### src/rtl/fwd_pkg.sv
// Shared forwarding types: register tag width, null tag and the per-stage slot record.
// Slots holding NULL_ADDR (R15 = PC) are never forwarded.
package fwd_pkg;

  localparam int AW = 4;
  localparam logic [AW-1:0] NULL_ADDR = 4'd15;

  typedef struct packed {
    logic          valid;
    logic          wb_en;
    logic          is_load;
    logic [AW-1:0] rd;
  } slot_t;

  localparam slot_t BUBBLE = '{valid: 1'b0, wb_en: 1'b0, is_load: 1'b0, rd: NULL_ADDR};

  function automatic logic fwd_ok(input slot_t s);
    return s.valid && s.wb_en && (s.rd != NULL_ADDR);
  endfunction

  function automatic logic [AW-1:0] fwd_tag(input slot_t s);
    return fwd_ok(s) ? s.rd : NULL_ADDR;
  endfunction

endpackage

### src/rtl/dest_reg_tracker_if.sv
// Bundle between the pipeline control and the destination-register tracker.
// master drives ID fields and hazard controls; slave (the tracker) returns tags and counters.
interface dest_reg_tracker_if #(parameter int CW = 16) ();

  logic                   id_valid;
  logic                   id_wb_en;
  logic [fwd_pkg::AW-1:0] id_rd;
  logic                   id_is_load;
  logic                   stall;
  logic                   flush;
  logic                   clr_cnt;

  logic [fwd_pkg::AW-1:0] m_add1;
  logic [fwd_pkg::AW-1:0] m_add2;
  logic [fwd_pkg::AW-1:0] m_add3;
  logic                   load;
  logic                   ex_valid;
  logic                   mem_valid;
  logic                   wb_valid;
  logic [CW-1:0]          stall_cnt;
  logic [CW-1:0]          flush_cnt;

  modport master (
    output id_valid, id_wb_en, id_rd, id_is_load, stall, flush, clr_cnt,
    input  m_add1, m_add2, m_add3, load, ex_valid, mem_valid, wb_valid, stall_cnt, flush_cnt
  );

  modport slave (
    input  id_valid, id_wb_en, id_rd, id_is_load, stall, flush, clr_cnt,
    output m_add1, m_add2, m_add3, load, ex_valid, mem_valid, wb_valid, stall_cnt, flush_cnt
  );

endinterface

### src/rtl/fwd_slot_reg.sv
// One pipeline slot register; bubble insert overrides load, reset leaves a bubble.
// Latency 1 cycle; no backpressure of its own.
module fwd_slot_reg
  import fwd_pkg::*;
(
  input  logic  i_clk,
  input  logic  i_rst_n,
  input  logic  i_en,
  input  logic  i_bubble,
  input  slot_t i_slot,
  output slot_t o_slot
);

  slot_t r_slot;

  always_ff @(posedge i_clk or negedge i_rst_n) begin
    if (!i_rst_n) begin
      r_slot <= BUBBLE;
    end else if (i_bubble) begin
      r_slot <= BUBBLE;
    end else if (i_en) begin
      r_slot <= i_slot;
    end
  end

  assign o_slot = r_slot;

endmodule

### src/rtl/dest_reg_tracker.sv
// Tracks EX/MEM/WB destination tags for forwarding, inserts bubbles on stall/flush,
// and keeps saturating stall/flush cycle counters. All outputs derive only from flops.
module dest_reg_tracker
  import fwd_pkg::*;
#(
  parameter int CW = 16
) (
  input  logic              clk,
  input  logic              rst_n,
  dest_reg_tracker_if.slave bus
);

  slot_t w_id_slot;
  slot_t w_ex_slot;
  slot_t w_mem_slot;
  slot_t w_wb_slot;
  logic  w_ex_bubble;

  logic [CW-1:0] r_stall_cnt;
  logic [CW-1:0] r_flush_cnt;

  assign w_id_slot = '{valid: bus.id_valid, wb_en: bus.id_wb_en,
                       is_load: bus.id_is_load, rd: bus.id_rd};

  // Flush and stall both collapse to a single bubble; the stalled ID instruction is held upstream.
  assign w_ex_bubble = bus.flush | bus.stall | ~bus.id_valid;

  fwd_slot_reg u_ex (
    .i_clk    (clk),
    .i_rst_n  (rst_n),
    .i_en     (1'b1),
    .i_bubble (w_ex_bubble),
    .i_slot   (w_id_slot),
    .o_slot   (w_ex_slot)
  );

  fwd_slot_reg u_mem (
    .i_clk    (clk),
    .i_rst_n  (rst_n),
    .i_en     (1'b1),
    .i_bubble (1'b0),
    .i_slot   (w_ex_slot),
    .o_slot   (w_mem_slot)
  );

  fwd_slot_reg u_wb (
    .i_clk    (clk),
    .i_rst_n  (rst_n),
    .i_en     (1'b1),
    .i_bubble (1'b0),
    .i_slot   (w_mem_slot),
    .o_slot   (w_wb_slot)
  );

  always_ff @(posedge clk or negedge rst_n) begin
    if (!rst_n) begin
      r_stall_cnt <= '0;
    end else if (bus.clr_cnt) begin
      r_stall_cnt <= '0;
    end else if (bus.stall && !bus.flush && (r_stall_cnt != '1)) begin
      r_stall_cnt <= r_stall_cnt + 1'b1;
    end
  end

  always_ff @(posedge clk or negedge rst_n) begin
    if (!rst_n) begin
      r_flush_cnt <= '0;
    end else if (bus.clr_cnt) begin
      r_flush_cnt <= '0;
    end else if (bus.flush && (r_flush_cnt != '1)) begin
      r_flush_cnt <= r_flush_cnt + 1'b1;
    end
  end

  assign bus.m_add1    = fwd_tag(w_ex_slot);
  assign bus.m_add2    = fwd_tag(w_mem_slot);
  assign bus.m_add3    = fwd_tag(w_wb_slot);
  assign bus.load      = fwd_ok(w_ex_slot) & w_ex_slot.is_load;
  assign bus.ex_valid  = w_ex_slot.valid;
  assign bus.mem_valid = w_mem_slot.valid;
  assign bus.wb_valid  = w_wb_slot.valid;
  assign bus.stall_cnt = r_stall_cnt;
  assign bus.flush_cnt = r_flush_cnt;

endmodule
### src/flat_wrapper.sv
// flat-port wrapper written by rule: the top's interface ports become plain ports
module dest_reg_tracker_flat import fwd_pkg::*;
#(
  parameter int CW = 16
)
  (clk, rst_n, bus_id_valid, bus_id_wb_en, bus_id_rd, bus_id_is_load, bus_stall, bus_flush, bus_clr_cnt, bus_m_add1, bus_m_add2, bus_m_add3, bus_load, bus_ex_valid, bus_mem_valid, bus_wb_valid, bus_stall_cnt, bus_flush_cnt);
  dest_reg_tracker_if #(.CW(CW)) bus_i ();
  input  logic clk;
  input  logic rst_n;
  input wire logic [$bits(bus_i.id_valid)-1:0] bus_id_valid;
  input wire logic [$bits(bus_i.id_wb_en)-1:0] bus_id_wb_en;
  input wire logic [$bits(bus_i.id_rd)-1:0] bus_id_rd;
  input wire logic [$bits(bus_i.id_is_load)-1:0] bus_id_is_load;
  input wire logic [$bits(bus_i.stall)-1:0] bus_stall;
  input wire logic [$bits(bus_i.flush)-1:0] bus_flush;
  input wire logic [$bits(bus_i.clr_cnt)-1:0] bus_clr_cnt;
  output wire logic [$bits(bus_i.m_add1)-1:0] bus_m_add1;
  output wire logic [$bits(bus_i.m_add2)-1:0] bus_m_add2;
  output wire logic [$bits(bus_i.m_add3)-1:0] bus_m_add3;
  output wire logic [$bits(bus_i.load)-1:0] bus_load;
  output wire logic [$bits(bus_i.ex_valid)-1:0] bus_ex_valid;
  output wire logic [$bits(bus_i.mem_valid)-1:0] bus_mem_valid;
  output wire logic [$bits(bus_i.wb_valid)-1:0] bus_wb_valid;
  output wire logic [$bits(bus_i.stall_cnt)-1:0] bus_stall_cnt;
  output wire logic [$bits(bus_i.flush_cnt)-1:0] bus_flush_cnt;
  assign bus_i.id_valid = bus_id_valid;
  assign bus_i.id_wb_en = bus_id_wb_en;
  assign bus_i.id_rd = bus_id_rd;
  assign bus_i.id_is_load = bus_id_is_load;
  assign bus_i.stall = bus_stall;
  assign bus_i.flush = bus_flush;
  assign bus_i.clr_cnt = bus_clr_cnt;
  assign bus_m_add1 = bus_i.m_add1;
  assign bus_m_add2 = bus_i.m_add2;
  assign bus_m_add3 = bus_i.m_add3;
  assign bus_load = bus_i.load;
  assign bus_ex_valid = bus_i.ex_valid;
  assign bus_mem_valid = bus_i.mem_valid;
  assign bus_wb_valid = bus_i.wb_valid;
  assign bus_stall_cnt = bus_i.stall_cnt;
  assign bus_flush_cnt = bus_i.flush_cnt;
  dest_reg_tracker #(.CW(CW)) u_core (.clk(clk), .rst_n(rst_n), .bus(bus_i));
endmodule
### config.mk
export PLATFORM = sky130hd
export DESIGN_NAME = dest_reg_tracker_flat
export DESIGN_NICKNAME = d
export VERILOG_FILES = /design/src/rtl/fwd_pkg.sv /design/src/rtl/dest_reg_tracker_if.sv /design/src/rtl/fwd_slot_reg.sv /design/src/rtl/dest_reg_tracker.sv /design/src/flat_wrapper.sv
export SDC_FILE = /design/constraint.sdc
export NUM_CORES = 1
export LEC_CHECK = 0
export CAP_MARGIN = 5
export CORE_MARGIN = 2
export CORE_UTILIZATION = 40
export CTS_CLUSTER_DIAMETER = 80
export CTS_CLUSTER_SIZE = 8
export DETAILED_ROUTE_END_ITERATION = 16
export MAX_ROUTING_LAYER = met4
export PLACE_DENSITY = 0.64
export SLEW_MARGIN = 10
export SYNTH_ARGS = -nofsm -noshare
export SYNTH_HDL_FRONTEND = slang
export SYNTH_HIERARCHICAL = 1
export SYNTH_SLANG_ARGS = --single-unit
export TNS_END_PERCENT = 100
### constraint.sdc
create_clock -name clk -period 4.7 [get_ports clk]
set_input_delay 0.94 -clock clk [delete_from_list [all_inputs] [get_ports clk]]
set_output_delay 0.94 -clock clk [all_outputs]
set_load 0.005 [all_outputs]
==> results.toml <==
[run_status]
outcome = "complete, no violations"

[floorplanning]
die_area_mm2 = 0.00790
ios = 60
start_util_pct = 42.0
num_rows = 30
core_area_mm2 = 0.00687
die_w_um = 88.9
die-height_um = 88.9

[drt]
drt_pass1_iterations = 4
viasPerCell = 5.26
postRouteAntennaNets = 0
drc = 0
dr_total_vias = 2385
drt_iter0_drc = 85
wl_mm = 6.35
wire_per_inst_um = 14.0

[power]
leakagePower_nw = 1.45
p_per_area_mw_per_mm2 = 238
p_total_mw = 0.883
peakVddDrop_uv = 125

[cells_and_area]
final_core_util_pct = 54.1
final_common_cell = "clkdlybuf4s50_1"
fill_cells = 646
fin_nets = 370
antenna_cells = 0
area_delta_synth_final_pct = 28.8
final_cell_mix = "clkdlybuf4s50_1 (58), dfrtp_1 (39), nor2_1 (22)"
drive_above_1_share_pct = 17.6

[worst_setup_path]
critical_path.max_stage_delay_ns = 1.03
cp_num_buf_inv = 0
rrSetupSlack_ns = 2.16
critPathRequiredTime_ns = 4.89
path_max_fanout = 27
criticalPathCategory = "reg2reg"
path_delay_family = "simple AND/OR/NAND/NOR gates"
crit_start = "u_core/bus.stall_cnt[0]$_DFFE_PN0P_"
r2r-start = "u_core/bus.stall_cnt[0]$_DFFE_PN0P_"
worstPathCellList = "ha_1 > nand4_2 > nor4_4 > nor4_1 > mux2_1"
slowest_stage = "nor4_4"
crit_path_start_kind = "register"
arrival_ns = 2.74
end_kind = "register"

[timing]
slew-limit-headroom_pct = 19.1
fin_skew_ns = 0.0106
tns_ns = 0
finalSetupViolCount = 0
post-route-min-period_ns = 2.54
hold_viol = 0
post-route-period-util_pct = 54.1
drv_slew = 0
max_slew.worst_pin.slew_ns = 1.21
layout_setup_ws_ns = 2.16
fmax_mhz = 393
rsz0062_at_grt = "no"

[clock_network]
cts-resized-gates = 0
cts_buffers = 5
cts_hold_buffers = 0
post_cts_buffers = 0
clock_path_buffers = 2
cts_max_level = 2
cts_num_sinks = 51
clk_latency_ns = 0.30
path_clk_slew_ns = 0.10
root_buffer = "clkbuf_8"
cts_tree = "yes"

[place]
port_buffers = 59
pre_cts_ws_ns = 1.86
post-dp-hpwl_mm = 4.41
gp_congestion = 0.772

[global_route]
grt_pass1_vias = 2213
grt_pass1_wl_mm = 10.3
grt_util_all_layers_pct = 17.1
grt_start_max_net_pins = 52
gr-total-overflow = 0
antenna_found_initial = 0

[run]
maxCapViolCount = 0

[synth]
syn_area_per_cell_um2 = 10.2
yosys_warnings = 6
syn_area_mm2 = 0.00288
postSynthCellCount = 284

[min_path]
holdCritPathClass = "reg2reg"
hp-start = "u_core/u_mem/o_slot[5]$_DFFE_PN0P_"
-- cell type report --
cell class / count / area [um2] / area share [%]
Clock inverter: 3 / 67.6 / 1.82
Inverter: 2 / 7.51 / 0.202
Timing Repair Buffer: 61 / 601 / 16.2
Multi-Input combinational cell: 235 / 1560 / 42.0
Clock buffer: 5 / 68.8 / 1.85
Sequential cell: 51 / 1290 / 34.8
Tap cell: 96 / 120 / 3.23
-- path summary, 6_finish.rpt --
kind,to,cells after the start
max,u_core/bus.stall_cnt[13]$_DFFE_PN0P_,5
max reg2reg,u_core/bus.stall_cnt[13]$_DFFE_PN0P_,5
max in group asynchronous,u_core/bus.stall_cnt[4]$_DFFE_PN0P_,2
min,u_core/u_wb/o_slot[5]$_DFFE_PN0P_,2
min reg2reg,u_core/u_wb/o_slot[5]$_DFFE_PN0P_,2
min in group asynchronous,u_core/u_wb/o_slot[5]$_DFFE_PN0P_,2
-- per-layer routing --
metal / vias up / wire length [um] / GRT usage (%)
li1: 1178 / - / -
met3: 6 / 219 / 3.60
met2: 45 / 2920 / 26.7
met5: - / 0 / -
met4: 0 / 68 / 4.68
met1: 1156 / 3140 / 22.8
-- flip-flops by register name (all words and copies together), names as in the netlist --
| register | count |
|---|---|
| u_core/bus.stall_cnt | 16 |
| u_core/u_mem/o_slot | 6 |
| u_core/u_wb/o_slot | 6 |
| u_core/u_ex/o_slot | 7 |
| u_core/bus.flush_cnt | 16 |
-- worst reg2reg max path, delay by kind of cell (launching register included) --
family / cells / cell delay [ns]
simple gates: 3 / 1.32
flops: 1 / 0.48
mux: 1 / 0.37
fa+ha+maj: 1 / 0.26
-- power by group --
part / internal [mW] / switching [mW] / leakage (nW)
clock: 0.212 / 0.149 / 0.0644
combinational: 0.0288 / 0.0348 / 0.718
sequential: 0.450 / 0.00823 / 0.669
total: 0.691 / 0.192 / 1.45
-- per-stage QoR --
stage	std cells	hold WS, ns	instance area [um2]
3_5_place_dp	445	0.556	3580
2_1_floorplan	300	0.511	2940
3_3_place_gp	445	0.538	3580
4_1_cts	453	0.581	3710
5_1_grt	453	0.625	3710
6_report	453	0.568	3710
Power figures use the tool's default switching activity.
